**config.mk**
```make
export PLATFORM = sky130hd
export DESIGN_NAME = tl_bank_binder_q
export DESIGN_NICKNAME = d
export VERILOG_FILES = /design/src/rtl/tl_bank_binder_q.sv
export SDC_FILE = /design/constraint.sdc
export NUM_CORES = 1
export LEC_CHECK = 0
export ABC_AREA = 1
export BUFFER_PORTS_ARGS = -buffer_cell sky130_fd_sc_hd__buf_2
export CORE_UTILIZATION = 40
export DETAILED_ROUTE_END_ITERATION = 8
export SLEW_MARGIN = 0
export SYNTH_ARGS = -nofsm -noshare
export SYNTH_HDL_FRONTEND = slang
export SYNTH_SLANG_ARGS = --single-unit
```
**constraint.sdc**
```tcl
create_clock -name clock -period 6 [get_ports clock]
set_clock_uncertainty 0.1 [all_clocks]
set_input_delay 0.3 -clock clock [delete_from_list [all_inputs] [get_ports clock]]
set_output_delay 0.3 -clock clock [all_outputs]
set_load 0.05 [all_outputs]
```
**src/rtl/tl_bank_binder_q.sv**
```systemverilog
// TileLink-UL bank binder: buffers the A and D channels, limits outstanding requests
// by TL message (beat-aware), and decodes a bank select from the queued A address.

module tl_bbq_fifo #(
    parameter int W     = 8,
    parameter int DEPTH = 2
) (
    input  logic         clock,
    input  logic         reset,
    input  logic         in_valid,
    output logic         in_ready,
    input  logic [W-1:0] in_data,
    output logic         out_valid,
    input  logic         out_ready,
    output logic [W-1:0] out_data
);
    localparam int PW = $clog2(DEPTH);
    localparam int CW = $clog2(DEPTH + 1);
    localparam logic [CW-1:0] FULL = CW'(DEPTH);

    logic [DEPTH-1:0][W-1:0] mem_q, mem_d;
    logic [PW-1:0]           wptr_q, wptr_d, rptr_q, rptr_d;
    logic [CW-1:0]           cnt_q, cnt_d;
    logic                    enq, deq;

    assign in_ready  = (cnt_q != FULL);
    assign out_valid = (cnt_q != '0);
    assign out_data  = mem_q[rptr_q];
    assign enq       = in_valid & in_ready;
    assign deq       = out_valid & out_ready;

    always_comb begin
        mem_d  = mem_q;
        wptr_d = wptr_q;
        rptr_d = rptr_q;
        cnt_d  = cnt_q;
        if (enq) begin
            mem_d[wptr_q] = in_data;
            wptr_d        = wptr_q + 1'b1;  // power-of-two depth wraps naturally
        end
        if (deq) rptr_d = rptr_q + 1'b1;
        case ({enq, deq})
            2'b10:   cnt_d = cnt_q + 1'b1;
            2'b01:   cnt_d = cnt_q - 1'b1;
            default: ;
        endcase
    end

    always_ff @(posedge clock) begin
        mem_q <= mem_d;
        if (reset) begin
            wptr_q <= '0;
            rptr_q <= '0;
            cnt_q  <= '0;
        end else begin
            wptr_q <= wptr_d;
            rptr_q <= rptr_d;
            cnt_q  <= cnt_d;
        end
    end
endmodule

module tl_bank_binder_q #(
    parameter int DATA_W       = 32,
    parameter int ADDR_W       = 32,
    parameter int SRC_W        = 2,
    parameter int SIZE_W       = 3,
    parameter int USER_W       = 7,
    parameter int A_DEPTH      = 2,
    parameter int D_DEPTH      = 2,
    parameter int MAX_INFLIGHT = 4,
    parameter int BANK_SHIFT   = 6,
    parameter int BANK_BITS    = 2
) (
    input  logic                 clock,
    input  logic                 reset,
    input  logic                 auto_in_a_valid,
    output logic                 auto_in_a_ready,
    input  logic [2:0]           auto_in_a_bits_opcode,
    input  logic [2:0]           auto_in_a_bits_param,
    input  logic [SIZE_W-1:0]    auto_in_a_bits_size,
    input  logic [SRC_W-1:0]     auto_in_a_bits_source,
    input  logic [ADDR_W-1:0]    auto_in_a_bits_address,
    input  logic [USER_W-1:0]    auto_in_a_bits_user,
    input  logic [DATA_W/8-1:0]  auto_in_a_bits_mask,
    input  logic [DATA_W-1:0]    auto_in_a_bits_data,
    input  logic                 auto_in_a_bits_corrupt,
    output logic                 auto_out_a_valid,
    input  logic                 auto_out_a_ready,
    output logic [2:0]           auto_out_a_bits_opcode,
    output logic [2:0]           auto_out_a_bits_param,
    output logic [SIZE_W-1:0]    auto_out_a_bits_size,
    output logic [SRC_W-1:0]     auto_out_a_bits_source,
    output logic [ADDR_W-1:0]    auto_out_a_bits_address,
    output logic [USER_W-1:0]    auto_out_a_bits_user,
    output logic [DATA_W/8-1:0]  auto_out_a_bits_mask,
    output logic [DATA_W-1:0]    auto_out_a_bits_data,
    output logic                 auto_out_a_bits_corrupt,
    output logic [BANK_BITS-1:0] auto_out_a_bank,
    input  logic                 auto_out_d_valid,
    output logic                 auto_out_d_ready,
    input  logic [2:0]           auto_out_d_bits_opcode,
    input  logic [SIZE_W-1:0]    auto_out_d_bits_size,
    input  logic [SRC_W-1:0]     auto_out_d_bits_source,
    input  logic                 auto_out_d_bits_denied,
    input  logic [DATA_W-1:0]    auto_out_d_bits_data,
    input  logic                 auto_out_d_bits_corrupt,
    output logic                 auto_in_d_valid,
    input  logic                 auto_in_d_ready,
    output logic [2:0]           auto_in_d_bits_opcode,
    output logic [SIZE_W-1:0]    auto_in_d_bits_size,
    output logic [SRC_W-1:0]     auto_in_d_bits_source,
    output logic                 auto_in_d_bits_denied,
    output logic [DATA_W-1:0]    auto_in_d_bits_data,
    output logic                 auto_in_d_bits_corrupt,
    output logic [7:0]           inflight,
    output logic                 err_underflow
);
    localparam int LG = $clog2(DATA_W / 8);
    localparam int BW = 1 << SIZE_W;

    typedef struct packed {
        logic [2:0]          opcode;
        logic [2:0]          param;
        logic [SIZE_W-1:0]   size;
        logic [SRC_W-1:0]    source;
        logic [ADDR_W-1:0]   address;
        logic [USER_W-1:0]   user;
        logic [DATA_W/8-1:0] mask;
        logic [DATA_W-1:0]   data;
        logic                corrupt;
    } a_pay_t;

    typedef struct packed {
        logic [2:0]        opcode;
        logic [SIZE_W-1:0] size;
        logic [SRC_W-1:0]  source;
        logic              denied;
        logic [DATA_W-1:0] data;
        logic              corrupt;
    } d_pay_t;

    // Index of the final beat of a data-carrying message of the given size.
    function automatic logic [BW-1:0] beats_m1(input logic [SIZE_W-1:0] sz);
        int s;
        s = int'(sz);
        if (s <= LG) return '0;
        return BW'((1 << (s - LG)) - 1);
    endfunction

    a_pay_t        a_in, a_out;
    d_pay_t        d_in, d_out;
    logic          a_fifo_rdy, a_lim_ok, a_first, a_last, in_a_fire;
    logic          d_last, in_d_fire, inc, dec;
    logic [BW-1:0] a_beat_q, a_beat_d, d_beat_q, d_beat_d;
    logic [7:0]    inflight_q, inflight_d;
    logic          err_q, err_d;

    assign a_in = {auto_in_a_bits_opcode, auto_in_a_bits_param, auto_in_a_bits_size,
                   auto_in_a_bits_source, auto_in_a_bits_address, auto_in_a_bits_user,
                   auto_in_a_bits_mask, auto_in_a_bits_data, auto_in_a_bits_corrupt};
    assign {auto_out_a_bits_opcode, auto_out_a_bits_param, auto_out_a_bits_size,
            auto_out_a_bits_source, auto_out_a_bits_address, auto_out_a_bits_user,
            auto_out_a_bits_mask, auto_out_a_bits_data, auto_out_a_bits_corrupt} = a_out;
    assign auto_out_a_bank = a_out.address[BANK_SHIFT +: BANK_BITS];

    assign d_in = {auto_out_d_bits_opcode, auto_out_d_bits_size, auto_out_d_bits_source,
                   auto_out_d_bits_denied, auto_out_d_bits_data, auto_out_d_bits_corrupt};
    assign {auto_in_d_bits_opcode, auto_in_d_bits_size, auto_in_d_bits_source,
            auto_in_d_bits_denied, auto_in_d_bits_data, auto_in_d_bits_corrupt} = d_out;

    // Only the first beat of a message opens a new outstanding slot.
    assign a_first         = (a_beat_q == '0);
    assign a_last          = a_in.opcode[2] | (a_beat_q == beats_m1(a_in.size));
    assign a_lim_ok        = ~a_first | (inflight_q < 8'(MAX_INFLIGHT));
    assign auto_in_a_ready = a_fifo_rdy & a_lim_ok;
    assign in_a_fire       = auto_in_a_valid & auto_in_a_ready;

    assign d_last    = ~d_out.opcode[0] | (d_beat_q == beats_m1(d_out.size));
    assign in_d_fire = auto_in_d_valid & auto_in_d_ready;

    tl_bbq_fifo #(.W($bits(a_pay_t)), .DEPTH(A_DEPTH)) u_a_fifo (
        .clock(clock), .reset(reset),
        .in_valid(auto_in_a_valid & a_lim_ok), .in_ready(a_fifo_rdy), .in_data(a_in),
        .out_valid(auto_out_a_valid), .out_ready(auto_out_a_ready), .out_data(a_out)
    );

    tl_bbq_fifo #(.W($bits(d_pay_t)), .DEPTH(D_DEPTH)) u_d_fifo (
        .clock(clock), .reset(reset),
        .in_valid(auto_out_d_valid), .in_ready(auto_out_d_ready), .in_data(d_in),
        .out_valid(auto_in_d_valid), .out_ready(auto_in_d_ready), .out_data(d_out)
    );

    always_comb begin
        a_beat_d   = a_beat_q;
        d_beat_d   = d_beat_q;
        inflight_d = inflight_q;
        err_d      = err_q;
        inc        = in_a_fire & a_first;
        dec        = in_d_fire & d_last;
        if (in_a_fire) a_beat_d = a_last ? '0 : a_beat_q + 1'b1;
        if (in_d_fire) d_beat_d = d_last ? '0 : d_beat_q + 1'b1;
        if (inc && !dec) begin
            inflight_d = inflight_q + 8'd1;
        end else if (dec && !inc) begin
            if (inflight_q == 8'd0) err_d = 1'b1;
            else                    inflight_d = inflight_q - 8'd1;
        end
    end

    always_ff @(posedge clock) begin
        if (reset) begin
            a_beat_q   <= '0;
            d_beat_q   <= '0;
            inflight_q <= '0;
            err_q      <= 1'b0;
        end else begin
            a_beat_q   <= a_beat_d;
            d_beat_q   <= d_beat_d;
            inflight_q <= inflight_d;
            err_q      <= err_d;
        end
    end

    assign inflight      = inflight_q;
    assign err_underflow = err_q;
endmodule

```
# After elaboration in Yosys (flattened, before gate mapping)
# Index checks and enable logic that the tools add are counted.
# W data, S select, Z words.
[totals] inputBits=135 wordCells=103 out_inout_bits=144 reg_bits=291
[classes] n_bitwise=15 eq_ne=9 order_cmp=9 addsub=16 reduce_logical=15 shift=2 n_mux=23
[ops] operator="$mux W87" n=3
[ops] operator="$bwmux W174" n=1
[ops] operator="$mux W42" n=3
[ops] operator="$demux W87 S1" n=1
[ops] operator="$bwmux W84" n=1
[ops] operator="$mux W8" n=9
[ops] operator="$shl A1 B32 Y8 const A" n=2
[ops] operator="$demux W42 S1" n=1
[ops] operator="$add A8 B1 Y8 const B" n=3
[ops] operator="$eq A8 B8 Y1" n=2
[ops] operator="$logic_not A8 Y1" n=2
[ops] operator="$sub A8 B2 Y8 const B" n=2
[ops] operator="$reduce_bool A2 Y1" n=5
[ops] operator="$and A1 B1 Y1" n=9
[ops] operator="$lt A1 B2 Y1 const B" n=4
[ops] operator="$lt A8 B3 Y1 const B" n=1
[ops] operator="$pmux W2 S2" n=2
[ops] operator="$sub A3 B2 Y4 const B" n=2
[ops] operator="$sub A8 B1 Y8 const B" n=1
[ops] operator="$le A3 B2 Y1 const B" n=2
[ops] operator="$ne A2 B2 Y1 const B" n=3
[ops] operator="$add A1 B1 Y1 const B" n=4
[ops] operator="$add A2 B1 Y2 const B" n=2
[ops] operator="$eq A2 B1 Y1 const B" n=2
[ops] operator="10 further kinds" n=22

# Logic depth before layout (Yosys ltp)
# Gate-level depths: netlist (run 1).
[logic_depth] word_depth=13 depth_mapped=27 ltp_nobuf=26

# Modules after synthesis
# Synthesis (run 1) repeated with hierarchy kept, for this count alone.
[unflattened] cells_unflattened=1044 area_unflattened_um2=11927.7
[by_module_without_submodules] mod="tl_bbq_fifo (u_a_fifo)" area_per_inst_um2=6552.5 seq_area_each_um2=5305.1 instances=1 cells_each=490
[by_module_without_submodules] mod="tl_bbq_fifo (u_d_fifo)" area_per_inst_um2=3372.0 seq_area_each_um2=2602.5 instances=1 cells_each=255
[by_module_without_submodules] mod="tl_bank_binder_q" area_per_inst_um2=2003.2 seq_area_each_um2=500.5 instances=1 cells_each=299

# Least setup slack after synthesis (run 1)
# OpenSTA, ideal clock, no wires.
[synth_path] path_type="register -> register" from="reg inflight_q[3] (netlist: inflight[3])" to="reg u_a_fifo.mem_q[0] (netlist name), enable pin" stages_incl_launch_ff=7 setup_ns=0.533 n_path_buf=1 path_slack_ns=0.493 arrival_time_ns=4.874 period_less_slack_ns=5.507 required_time_ns=5.367 path_cell_list="dfxtp_1 nor4_1 nand2_1 nand2_1 nand3_1 buf_4 nor2_1"
[synth_via] elab_chain_len=4
[synth_lines] item="start: declaration" line_no="156" rtl="logic [7:0] inflight_q, inflight_d;"
[synth_lines] item="start signal: assignment" line_no="220" rtl="inflight_q <= inflight_d;"
[synth_lines] item="$lt A8 B3 Y1" line_no="175" rtl="assign a_lim_ok = ~a_first | (inflight_q < 8'(MAX_INFLIGHT));"
[synth_lines] item="$or A1 B1 Y1" line_no="175"
[synth_lines] item="$and A1 B1 Y1" line_no="184" rtl=".in_valid(auto_in_a_valid & a_lim_ok), .in_ready(a_fifo_rdy), .in_data(a_in),"
[synth_lines] item="$and A1 B1 Y1" line_no="29" rtl="assign enq = in_valid & in_ready;"
[synth_lines] item="end signal: assignment" line_no="50" rtl="mem_q <= mem_d;"
[synth_lines] item="end: declaration" line_no="21" rtl="logic [DEPTH-1:0][W-1:0] mem_q, mem_d;"
# No other way between the ends.
# A chain may end at the register's enable or synchronous reset.

# Final worst setup path (run 1)
[layout_path] from="reg u_d_fifo.rptr_q" to="reg inflight_q[5] (netlist: inflight[5])"
[layout_via] elab_chain_len=13
[layout_lines] item="start: declaration" line_no="22" rtl="logic [PW-1:0] wptr_q, wptr_d, rptr_q, rptr_d;"
[layout_lines] item="start signal: assignment" line_no="57" rtl="rptr_q <= rptr_d;"
[layout_lines] item="$mux W42 (not written as such) (*) (2 in series)" line_no="28" rtl="assign out_data = mem_q[rptr_q];"
[layout_lines] item="$sub A3 B2 Y4" line_no="148" rtl="return BW'((1 << (s - LG)) - 1);"
[layout_lines] item="$shl A1 B32 Y8" line_no="148"
[layout_lines] item="$sub A8 B2 Y8" line_no="148"
[layout_lines] item="$mux W8" line_no="148"
[layout_lines] item="$eq A8 B8 Y1" line_no="179" rtl="assign d_last = ~d_out.opcode[0] | (d_beat_q == beats_m1(d_out.size));"
[layout_lines] item="$or A1 B1 Y1 (*)" line_no="179"
[layout_lines] item="$and A1 B1 Y1 (*)" line_no="200" rtl="dec = in_d_fire & d_last;"
[layout_lines] item="$logic_not A1 Y1" line_no="203" rtl="if (inc && !dec) begin"
[layout_lines] item="$logic_and A1 B1 Y1" line_no="203"
[layout_lines] item="$ne A2 B2 Y1 (no source line) or $reduce_bool A2 Y1 (tied branches)"
[layout_lines] item="$reduce_and A2 Y1 (no source line)"
# Mark *: on every way between the ends. The rest lies on a longest branch, timed or not. The select of a mux whose other input is x is not followed.

==> key figures, run 1 <==
Outcome
  • Outcome: completed

STA
  • Min Tclk post-route: approximately 4300 ps
  • Worst-Margin Slew: roughly 1000 ps
  • Fin. max-slew vios: 0
  • Slew margin rel.: between 30% and 40%
  • Worst setup margin: 1654 ps
  • Final TNS setup: 0 ps
  • F_max: about 230 MHz
  • RSZ-0062 raised after global routing: no
  • Final-report hold violation count: 0
  • Setup violators final: 0
  • Tcrit/Tclk final: slightly above 70%

Clock tree
  • CTS Buffer Depth: 3
  • Post-CTS setup repair buffer count: 0
  • Clk Latency, worst-skew pair: 550 ps
  • CTS clock-pin slew for the worst setup and hold paths: 60 ps
  • Hold Buf Count CTS: roughly 130
  • Clock root cell: clkbuf_16
  • CTS resizes: 0
  • Total CTS buffers: 31
  • CTS tree: done
  • H-tree levels: 1
  • # clock sinks: 291

Floorplan
  • Die ar.: slightly below 30000 um^2
  • Core Region: about 29000 um^2
  • DIE WIDTH: roughly 170 um
  • IO Count: approximately 280
  • FP Rows: 62
  • Starting density of the core: between 40 and 50%
  • Die H: about 170 um

GRT
  • Largest net degree at the start of global routing: between 70 and 80
  • GRT Resource Usage Total: between 10% and 20%
  • Initial antenna violation count: 1
  • Total grt overflow: 0
  • Vias in the first global route: about 8300
  • First-pass GRT wire length: 41430 um

Route
  • DRC: 0
  • Final ANT Viol Nets: 0
  • Post-Route WL: 25870 um
  • Drt wl/cell: around 14 um
  • Vias: 8245
  • Initial DRC count: between 400 and 500
  • Vias/cell: 4.503
  • Pre-antenna DRT Iters: 6

Worst setup path
  • Crit start category: flip-flop
  • CP Cell Sequence: inv_8 -> nand2_4 -> nand2_4 -> inv_1 -> ha_1 -> inv_1 -> nand3_1 -> nand2_1 -> o21ai_0 -> nand2_1 -> nor2_1 -> nand3_1 -> nand2_1 -> nand2_2 -> ha_1 -> inv_1 -> ha_1 -> a21oi_1 -> nand2_1 -> nand2_1 -> nand2_1 -> a21oi_1 -> xor2_1 -> a21oi_1
  • CP startpoint: u_d_fifo.rptr_q
  • Crit end category: flip-flop
  • Crit path DAT: approximately 4700 ps
  • Critical path peak fanout: 45
  • Crit path top cell by count: nand2_1
  • Crit Path Class: reg -> reg
  • Worst Path Required: between 6000 and 7000 ps
  • Critical-path top delay cell: dfxtp_1
  • Worst reg2reg path startpoint: u_d_fifo.rptr_q
  • Worst R2R Path Depth: 24
  • CP max stage delay: roughly 940 ps

Cells and area
  • Post-layout nets: 1580
  • Post-route cell area: approximately 16000 um^2
  • Commonest non-fill, non-tap cell in the layout: nand2_1
  • Fraction of layout cells with a size suffix above 1: 25.31%
  • Syn-to-layout area delta: 35.50%
  • Fill cells: 2458
  • Most frequent cells in the layout: nand2_1 (436), buf_2 (278), edfxtp_1 (258), dlygate4sd3_1 (133), inv_1 (48)

Power
  • Cell Pwr Density: roughly 500 nW/um^2
  • Peak supply drop: between 0.0002 and 0.0003 V
  • Leak Pwr: 6.763 nW
  • Final Power: 0.008126 W

Place
  • Dpl ws: about 1600 ps
  • PortBufs: between 200 and 300
  • Post-DP HPWL: around 16000 um
  • Placed Area: around 13000 um^2
  • Final Wtd Congestion: slightly above 0.8

Yosys
  • Syn_nets: between 1000 and 1500
  • Mean Syn Cell Area: ~12 um^2
  • Post-synth design cell area: between 10000 and 15000 um^2
  • Seq/Total Area, Yosys: 72.20%
  • Cells after Synth: 1003
  • Count of different cell masters after synthesis: 32
  • Yosys warns: 0
  • Synth Register Bits: about 290

Run
  • Max-Cap Viols: 0

Hold path
  • Hold_sp: auto_in_a_valid
  • Hold Path Cell Cnt: 4
  • Worst hold-check path type: in -> reg
==> layer usage <==
metal / up-vias / share of wire, % / GRT usage [%]
li1: 4190 / - / -
met3: 36 / 7.6 / 4.683
met4: 0 / 1.6 / 4.241
met2: 253 / 47 / 29.30
met5: - / 0 / 0
met1: 3766 / 44 / 21.59
==> power breakdown <==
group          total, W  internal (W)  switching, W
combinational   0.00344      0.000766       0.00268
sequential      0.00288       0.00273      0.000148
clock           0.00181       0.00105      0.000758
total           0.00813       0.00454       0.00358
==> cells in the mapped netlist <==
cell type,count,area (um^2)
edfxtp_1,258,7747
xnor2_1,4,35.03
o21bai_1,1,7.510
buf_4,3,22.52
a211oi_1,1,7.510
buf_6,1,11.26
o31ai_1,1,7.510
or2_2,2,12.51
nand2_2,9,56.30
fa_1,1,20.02
o211ai_1,1,7.510
buf_1,3,11.26
inv_1,48,180.2
nand4_1,7,43.79
dfxtp_1,33,660.6
nand2_4,3,33.78
a21oi_1,23,115.1
nand3_2,1,10.01
inv_2,4,15.01
nor2_1,34,127.6
nor4_1,2,12.51
nor2_2,9,56.30
nor3_1,7,35.03
xor2_1,16,140.1
nor3_2,2,20.02
nand2_1,436,1637
o21ai_0,20,100.1
nand3b_1,3,22.52
nand3_1,21,105.1
clkbuf_1,26,97.59
inv_8,1,11.26
ha_1,22,275.3
==> flip-flops by register name, summed over array words and instances, names as in the netlist <==
signal and count:
d_beat_q 8, u_a_fifo.cnt_q 2, u_d_fifo.wptr_q 1, err_underflow 1, a_beat_q 8, u_d_fifo.rptr_q 1, u_a_fifo.wptr_q 1, u_d_fifo.cnt_q 2
u_a_fifo.rptr_q 1, u_d_fifo.mem_q 84, u_a_fifo.mem_q 174, inflight 8
==> final cells by class <==
class | count | area, um^2 | area share, %
tap | 384 | 480.5 | 3.045
inverter | 53 | 206.4 | 1.308
antenna | 1 | 2.502 | 0.01586
clock buffer | 39 | 815.8 | 5.170
multi-input combinational | 626 | 2918 | 18.49
sequential | 291 | 8409 | 53.29
timing repair buffer | 419 | 2795 | 17.71
clock inverter | 18 | 151.4 | 0.9595
==> logic make-up (layout without fill, tap and decap cells) <==
kind of cell | count (synthesis) | in the layout | synth area share (%)
simple gates | 536 | 536 | 18.65
other cells | 0 | 1 | 0
compound gates | 47 | 47 | 2.106
flops | 291 | 291 | 72.20
fa+ha+maj | 23 | 23 | 2.536
xor+xnor | 20 | 20 | 1.504
buf+inv | 86 | 529 | 2.998
==> path summary, 6_finish.rpt <==
path / to / slack (ps)
min: a_beat_q[3] / 110
max: inflight[5] / 1650
max reg2reg: inflight[5] / 1650
min reg2reg: u_d_fifo.cnt_q[1] / 370
==> critical path: cells and delay by family (launching register included) <==
| family | cells | cell delay [ps] |
|---|---|---|
| compound gates | 4 | 560 |
| xor+xnor | 1 | 170 |
| fa+ha+maj | 3 | 730 |
| buf+inv | 4 | 680 |
| flops | 1 | 940 |
| simple gates | 12 | 1030 |
==> stage by stage <==
step	cells	utilization, %	hold slack, ps
2_1_floorplan	1003	-	269.1
3_3_place_gp	1640	46.96	352.7
6_report	1831	54.97	109.8
3_5_place_dp	1640	46.96	359.3
5_1_grt	1831	54.97	115.7
4_1_cts	1830	54.97	70.87
(Power assumes the default switching activity.)
==> run 2: changes to the inputs <==
clock period = 4 ns   (was 6 ns; I/O delays follow)
==> run 2 against run 1 <==
Clock power rose by 43%. Sequential power rose by 49%. Via count rose by 1.5%. Wire length fell by 0.85%. Cell count rose by 0.22%. Largest cell class unchanged. Largest power group unchanged.
==> key figures, run 2 (synthesized netlist as in run 1, its figures left out) <==
Power
  • Cell Pwr Density: 767.1 nW/um^2 (was 515.0 nW/um^2)
  • Sw frac: 43.73% (was 44.09%)
  • Leak Pwr: 6.799 nW (was 6.763 nW)
  • Net switching power: 0.005313 W (was 0.003582 W)
  • Clk network pwr share: 21.4% (was 22.2%)
  • Int Pwr: 0.006836 W (was 0.004543 W)
  • Sequential share of power: 35.3% (was 35.4%)
  • Peak supply drop: 0.0003860 V (was 0.0002920 V)
  • Combinational share of power: 43.4% (was 42.4%)

STA
  • F_max: 280.2 MHz (was 230.1 MHz)
  • Worst-Margin Slew: 984.5 ps (was 997.6 ps)
  • Fin. max-slew vios: 0 (unchanged)
  • Slew margin rel.: 34.37% (was 33.34%)
  • Setup violators final: 0 (unchanged)
  • Tcrit/Tclk final: 89.22% (was 72.44%)
  • Final TNS setup: 0 ps (unchanged)
  • Min Tclk post-route: 3569 ps (was 4346 ps)
  • RSZ-0062 raised after global routing: no (unchanged)
  • Final-report hold violation count: 0 (unchanged)

Route
  • Drt wl/cell: 13.98 um (was 14.13 um)
  • Vias/cell: 4.559 (was 4.503)
  • Vias: 8366 (was 8245)
  • Initial DRC count: 437 (was 427)
  • DRC: 0 (unchanged)
  • Final ANT Viol Nets: 0 (unchanged)
  • Pre-antenna DRT Iters: 4 (was 6)
  • Post-Route WL: 25650 um (was 25870 um)

Cells and area
  • Biggest register: u_a_fifo.mem_q (unchanged)
  • Ant diodes: 0 (was 1)
  • Multi-input logic area: 2918 um^2 (unchanged)
  • Layout Cells excl Fill: 1835 (was 1831)
  • Commonest non-fill, non-tap cell in the layout: nand2_1 (unchanged)
  • Top Registers: u_a_fifo.mem_q (174), u_d_fifo.mem_q (84) (unchanged)
  • Post-layout nets: 1591 (was 1580)
  • Max reg flops: 174 (unchanged)
  • Syn-to-layout area delta: 36.02% (was 35.50%)
  • Most frequent cells in the layout: nand2_1 (436), buf_2 (278), edfxtp_1 (258), dlygate4sd3_1 (134), inv_1 (48) (was nand2_1 (436), buf_2 (278), edfxtp_1 (258), dlygate4sd3_1 (133), inv_1 (48))
  • Reg area: 8411 um^2 (was 8409 um^2)
  • Fraction of layout cells with a size suffix above 1: 25.64% (was 25.31%)
  • Fill cells: 2408 (was 2458)

Floorplan
  • Die H: 172.6 um (unchanged)
  • DIE WIDTH: 172.6 um (unchanged)
  • IO Count: 279 (unchanged)
  • Starting density of the core: 40.57% (unchanged)
  • Die ar.: 29800 um^2 (unchanged)
  • Core Region: 28700 um^2 (unchanged)
  • FP Rows: 62 (unchanged)

Worst setup path
  • Worst Path Required: 4370 ps (was 6300 ps)
  • Crit end category: flip-flop (unchanged)
  • Critical-path top delay cell: dfxtp_2 (was dfxtp_1)
  • Critical path peak fanout: 8 (was 45)
  • Crit path top cell by count: nand2_1 (unchanged)
  • Crit start category: flip-flop (unchanged)
  • Crit Path Class: reg -> reg (unchanged)
  • CP max stage delay: 430 ps (was 940 ps)
  • Crit path DAT: 3940 ps (was 4650 ps)

GRT
  • First-pass GRT wire length: 41410 um (was 41430 um)
  • Vias in the first global route: 8220 (was 8269)
  • Largest net degree at the start of global routing: 88 (was 71)
  • Initial antenna violation count: 0 (was 1)
  • GRT Resource Usage Total: 17.05% (was 17.17%)
  • Total grt overflow: 0 (unchanged)

Run
  • Max-Cap Viols: 0 (unchanged)

Clock tree
  • CTS clock-pin slew for the worst setup and hold paths: 60 ps (about the same)
  • Clk Latency, worst-skew pair: 550 ps (about the same)
  • # clock sinks: 291 (unchanged)
  • H-tree levels: 1 (unchanged)
  • Clock root cell: clkbuf_16 (unchanged)
  • Total CTS buffers: 30 (was 31)
  • CTS Buffer Depth: 3 (unchanged)
  • CTS tree: done (unchanged)
  • Post-CTS setup repair buffer count: 0 (unchanged)

Place
  • PortBufs: 278 (unchanged)
  • Placed Cells incl. Taps: 1651 (was 1640)
  • Post-DP HPWL: 16580 um (was 16080 um)
  • Final Wtd Congestion: 0.7909 (was 0.8154)

Hold path
  • Worst hold-check path type: in -> reg (unchanged)

Outcome
  • Outcome: completed (unchanged)
==> run 2: cell types whose count changed in the layout (fill, tap and decap cells not counted), sizes merged <==
| cell | before | now |
|---|---|---|
| buf | 286 | 297 |
| clkbuf | 39 | 35 |
| dlygate4sd3 | 133 | 134 |
| inv | 55 | 53 |
| diode | 1 | 0 |
| clkinv | 12 | 11 |
==> run 2: worst max-delay path: cells and delay by family (launching register included) <==
| family | cells | cell delay (ps) |
|---|---|---|
| XOR/XNOR | 1 | 160 |
| adder cells (fa/ha/maj) | 3 | 860 |
| buffers and inverters | 4 | 400 |
| flip-flops | 1 | 430 |
| AO/OA/AOI/OAI | 3 | 410 |
| AND/OR/NAND/NOR | 14 | 1140 |
==> run 2: final cells by class <==
| type | instances | area share (%) |
|---|---|---|
| flip-flops and latches | 291 | 53.10 |
| inverters | 53 | 1.303 |
| clock inverters | 15 | 0.7584 |
| repair buffers | 431 | 18.39 |
| clock buffers | 35 | 4.993 |
| multi-input cells | 626 | 18.42 |
| well taps | 384 | 3.033 |
==> run 2: what timing repair did <==
item | in CTS | in global routing
setup endpoints to repair | 0 | 3
hold buffers | 134 | 0
endpoints found under the hold margin | 267 | 0
resized for setup | 0 | 1
==> run 2: path summary, 6_finish.rpt <==
path                           startpoint                  to  slack (ps)  cells past startpoint
hold / removal    auto_out_d_bits_data[1]  u_d_fifo.mem_q[44]         280                      2
setup reg to reg          u_d_fifo.rptr_q         inflight[7]         430                     25
setup / recovery          u_d_fifo.rptr_q         inflight[7]         430                     25
hold reg to reg         u_d_fifo.cnt_q[1]   u_d_fifo.cnt_q[1]         380                      1
==> run 2: layer usage <==
layer	share of wire [%]	vias up	GRT usage, %
met5	0	-	0
met3	8.2	31	4.859
met1	42	3869	21.31
met4	1.5	0	3.683
met2	48	260	29.32
li1	-	4206	-
==> run 2: power by group through the flow <==
stage / Clock, W / Sequential (W) / Combinational [W]
2_1_floorplan: 0 / 0.00442 / 0.00382
3_3_place_gp: 0 / 0.00432 / 0.00518
3_5_place_dp: 0 / 0.00434 / 0.00520
4_1_cts: 0.00266 / 0.00428 / 0.00532
5_1_grt: 0.00279 / 0.00435 / 0.00566
6_report: 0.00259 / 0.00428 / 0.00527
==> run 2: metrics by stage <==
step                      total power (W)  hold WS (ps)  cell area, um^2  setup WS [ps]  util, %
final                             0.01215         278.4            15840          431.0    55.18
after global routing              0.01280         257.8            15840          81.89    55.18
after CTS                         0.01226         244.2            15840          288.9    55.18
after detailed placement         0.009545         291.3            13590          315.0    47.33
after global placement           0.009499         287.4            13590          386.0    47.33
after floorplan                  0.008242         169.1            11650         -30.89        -
==> run 3: changes to the inputs <==
CORE_UTILIZATION = 54   (was 40)
PLACE_DENSITY = 0.8   (was not set)
clock period = 3.75 ns   (was 4 ns; I/O delays follow)
==> run 3 against run 2 <==
Global-route usage increased by 9.3 points. Via count rose by 6.1%. Worst setup slack worse by 170 ps. Clock power rose by 3%. Wire length increased by 17%. Combinational power increased by 8.0%. Die area is 26% lower. Design area shrank 1.4%. Cell count decreased by 6.2%. Sequential power up 8.2%. Utilization rose by 19 points. Register-to-register slack got worse by 170 ps. Highest routed layer unchanged.
==> key figures, run 3 (synthesized netlist as in run 1, its figures left out) <==
STA
  • F_max: 286.7 MHz (was 280.2 MHz)
  • Worst-Margin Slew: 938.5 ps (was 984.5 ps)
  • Fin. max-slew vios: 0 (unchanged)
  • Worst hold slack: 53.84 ps (was 278.4 ps)
  • RSZ-0062 raised after global routing: yes (was no)
  • Final-report hold violation count: 0 (unchanged)
  • Min Tclk post-route: 3488 ps (was 3569 ps)
  • Slew margin rel.: 37.43% (was 34.37%)
  • Setup violators final: 0 (unchanged)
  • Tcrit/Tclk final: 93.03% (was 89.22%)

Worst setup path
  • Crit start category: flip-flop (unchanged)
  • Worst reg2reg path startpoint: u_d_fifo.rptr_q (unchanged)
  • CP top delay family: simple AND/OR/NAND/NOR gates (unchanged)
  • R2R Setup Slk: 260 ps (was 430 ps)
  • Crit path DAT: 3850 ps (was 3940 ps)
  • CP max stage delay: 370 ps (was 430 ps)
  • Worst setup path endpoint: inflight[7] (unchanged)
  • Worst R2R Path Depth: 23 (was 25)
  • CP Cell Sequence: inv_8 -> nand2_4 -> nand2_4 -> inv_1 -> ha_1 -> inv_1 -> nand2_1 -> o21ai_0 -> nand2_1 -> nor2_1 -> nand3_1 -> nand2_1 -> nand2_2 -> ha_2 -> inv_4 -> ha_1 -> a21oi_1 -> nand2_1 -> nand4_1 -> o211ai_1 -> xor2_1 -> nand2_1 -> a21oi_1
  • Worst Path Required: 4110 ps (was 4370 ps)
  • Critical-path top delay cell: dfxtp_2 (unchanged)
  • Count of buffer and inverter cells on the critical path: 4 (unchanged)
  • Critical Path Stages: 23 (was 25)
  • Crit path top cell by count: nand2_1 (unchanged)
  • Crit Path Class: reg -> reg (unchanged)
  • Crit end category: flip-flop (unchanged)
  • R2R Path End: inflight[7] (unchanged)
  • CP startpoint: u_d_fifo.rptr_q (unchanged)
  • Critical path peak fanout: 18 (was 8)

Cells and area
  • Most frequent cells in the layout: nand2_1 (436), buf_2 (278), edfxtp_1 (258), dlygate4sd3_1 (133), inv_1 (47) (was nand2_1 (436), buf_2 (278), edfxtp_1 (258), dlygate4sd3_1 (134), inv_1 (48))
  • Top Registers: u_a_fifo.mem_q (174), u_d_fifo.mem_q (84) (unchanged)
  • Fraction of layout cells with a size suffix above 1: 25.57% (was 25.64%)
  • Ant diodes: 0 (unchanged)
  • Commonest non-fill, non-tap cell in the layout: nand2_1 (unchanged)
  • Utilization after layout: 74.04% (was 55.18%)
  • Biggest register: u_a_fifo.mem_q (unchanged)
  • Fill cells: 1253 (was 2408)
  • Post-layout nets: 1584 (was 1591)
  • Syn-to-layout area delta: 34.08% (was 36.02%)
  • Layout Cells excl Fill: 1722 (was 1835)
  • Max reg flops: 174 (unchanged)

Route
  • Final ANT Viol Nets: 0 (unchanged)
  • Drt wl/cell: 17.48 um (was 13.98 um)
  • DRC: 0 (unchanged)
  • Post-Route WL: 30110 um (was 25650 um)
  • Initial DRC count: 592 (was 437)
  • Vias: 8876 (was 8366)
  • Vias/cell: 5.154 (was 4.559)
  • Pre-antenna DRT Iters: 4 (unchanged)

Floorplan
  • FP Rows: 53 (was 62)
  • IO Count: 279 (unchanged)
  • Starting density of the core: 55.22% (was 40.57%)
  • Die H: 148.9 um (was 172.6 um)
  • Core Region: 21090 um^2 (was 28700 um^2)
  • Die ar.: 22160 um^2 (was 29800 um^2)
  • DIE WIDTH: 148.9 um (was 172.6 um)

GRT
  • Vias in the first global route: 8762 (was 8220)
  • First-pass GRT wire length: 44770 um (was 41410 um)
  • GRT Resource Usage Total: 26.30% (was 17.05%)
  • Initial antenna violation count: 0 (unchanged)
  • Largest net degree at the start of global routing: 88 (unchanged)
  • Total grt overflow: 0 (unchanged)

Clock tree
  • Total CTS buffers: 28 (was 30)
  • Clock root cell: clkbuf_16 (unchanged)
  • H-tree levels: 1 (unchanged)
  • CTS clock-pin slew for the worst setup and hold paths: 60 ps (about the same)
  • CTS Buffer Depth: 3 (unchanged)
  • Clk Latency, worst-skew pair: 530 ps (was 550 ps)
  • CTS tree: done (unchanged)
  • Post-CTS setup repair buffer count: 0 (unchanged)
  • # clock sinks: 291 (unchanged)

Place
  • Final Wtd Congestion: 0.8392 (was 0.7909)
  • Post-DP HPWL: 16690 um (was 16580 um)
  • PortBufs: 278 (unchanged)
  • Placed Cells incl. Taps: 1538 (was 1651)

Power
  • Net switching power: 0.005852 W (was 0.005313 W)
  • Combinational share of power: 43.9% (was 43.4%)
  • Int Pwr: 0.007134 W (was 0.006836 W)
  • Peak supply drop: 0.0004817 V (was 0.0003860 V)
  • Sequential share of power: 35.7% (was 35.3%)
  • Sw frac: 45.06% (was 43.73%)
  • Leak Pwr: 6.751 nW (was 6.799 nW)
  • Cell Pwr Density: 831.7 nW/um^2 (was 767.1 nW/um^2)
  • Clk network pwr share: 20.5% (was 21.4%)

Outcome
  • Outcome: completed (unchanged)

Hold path
  • Worst hold-check path type: in -> reg (unchanged)

Run
  • Max-Cap Viols: 0 (unchanged)
run 3: cell count changes in the layout (fill, tap and decap cells not counted):
cell,change
inv_4,+1
dlygate4sd3_1,-1
ha_1,-1
bufinv_16,-1
clkbuf_1,+2
clkinv_2,+1
clkbuf_16,-2
ha_2,+1
clkinv_1,-1
buf_4,-4
clkinv_4,+1
inv_1,-1
inv_6,+1
run 3: per-stage QoR:
stage / instance area [um^2] / power, W / worst slack (ps) / TNS (ps)
6_report: 15610 / 0.01299 / 261.5 / 0
3_3_place_gp: 13420 / 0.01001 / 178.0 / 0
3_5_place_dp: 13420 / 0.01013 / 50.28 / 0
5_1_grt: 15610 / 0.01355 / -0.8540 / -1.182
4_1_cts: 15610 / 0.01288 / 33.27 / 0
2_1_floorplan: 11650 / 0.008792 / -280.9 / -48860
run 3: worst min path at each step:
stage                                        start                 end  slack, ps  cells after the start
after global placement    auto_out_d_bits_data[18]  u_d_fifo.mem_q[19]        270                      1
final                              auto_in_a_valid         a_beat_q[3]         50                      4
after global routing               auto_in_a_valid         a_beat_q[3]         60                      4
after floorplan                              reset         inflight[7]        160                      1
after detailed placement  auto_out_d_bits_data[14]  u_d_fifo.mem_q[57]        280                      1
after CTS                          auto_in_a_valid         a_beat_q[3]         30                      4
run 3: power by group through the flow:
stage	Clock [W]	Sequential (W)	Combinational, W
3_5_place_dp	0	0.00466	0.00548
6_report	0.00266	0.00463	0.00569
2_1_floorplan	0	0.00471	0.00408
5_1_grt	0.00282	0.00467	0.00606
4_1_cts	0.00266	0.00460	0.00562
3_3_place_gp	0	0.00461	0.00540
run 3: cell type report:
type | instances | area [um^2] | area share, %
clock buffers | 35 | 748.2 | 4.792
clock inverters | 16 | 108.9 | 0.6972
inverters | 53 | 209.0 | 1.338
multi-input cells | 626 | 2920 | 18.70
flip-flops and latches | 291 | 8411 | 53.87
well taps | 275 | 344.1 | 2.204
repair buffers | 426 | 2873 | 18.40
run 3: repair_timing:
item / 4_1_cts / 5_1_grt
hold buffers: 133 / 0
endpoints found under the setup margin: 0 / 3
resized for setup: 0 / 4
hold endpoints to repair: 265 / 0
run 3: worst register-to-register path, stage by stage (launching register included):
cell	delay, ps
dfxtp_2	370
inv_8	130
nand2_4	60
nand2_4	100
inv_1	80
ha_1	310
inv_1	110
nand2_1	80
o21ai_0	200
nand2_1	70
nor2_1	90
nand3_1	80
nand2_1	90
nand2_2	90
ha_2	210
inv_4	100
ha_1	280
a21oi_1	160
nand2_1	120
nand4_1	90
o211ai_1	120
xor2_1	170
nand2_1	80
a21oi_1	140
run 3: per-layer routing:
| layer | up-vias | track usage (%) | wire, um |
|---|---|---|---|
| met3 | 53 | 5.719 | 2808 |
| met1 | 4150 | 30.66 | 11150 |
| met5 | - | 0 | 0 |
| li1 | 4192 | - | - |
| met2 | 481 | 48.69 | 15490 |
| met4 | 0 | 7.092 | 665 |
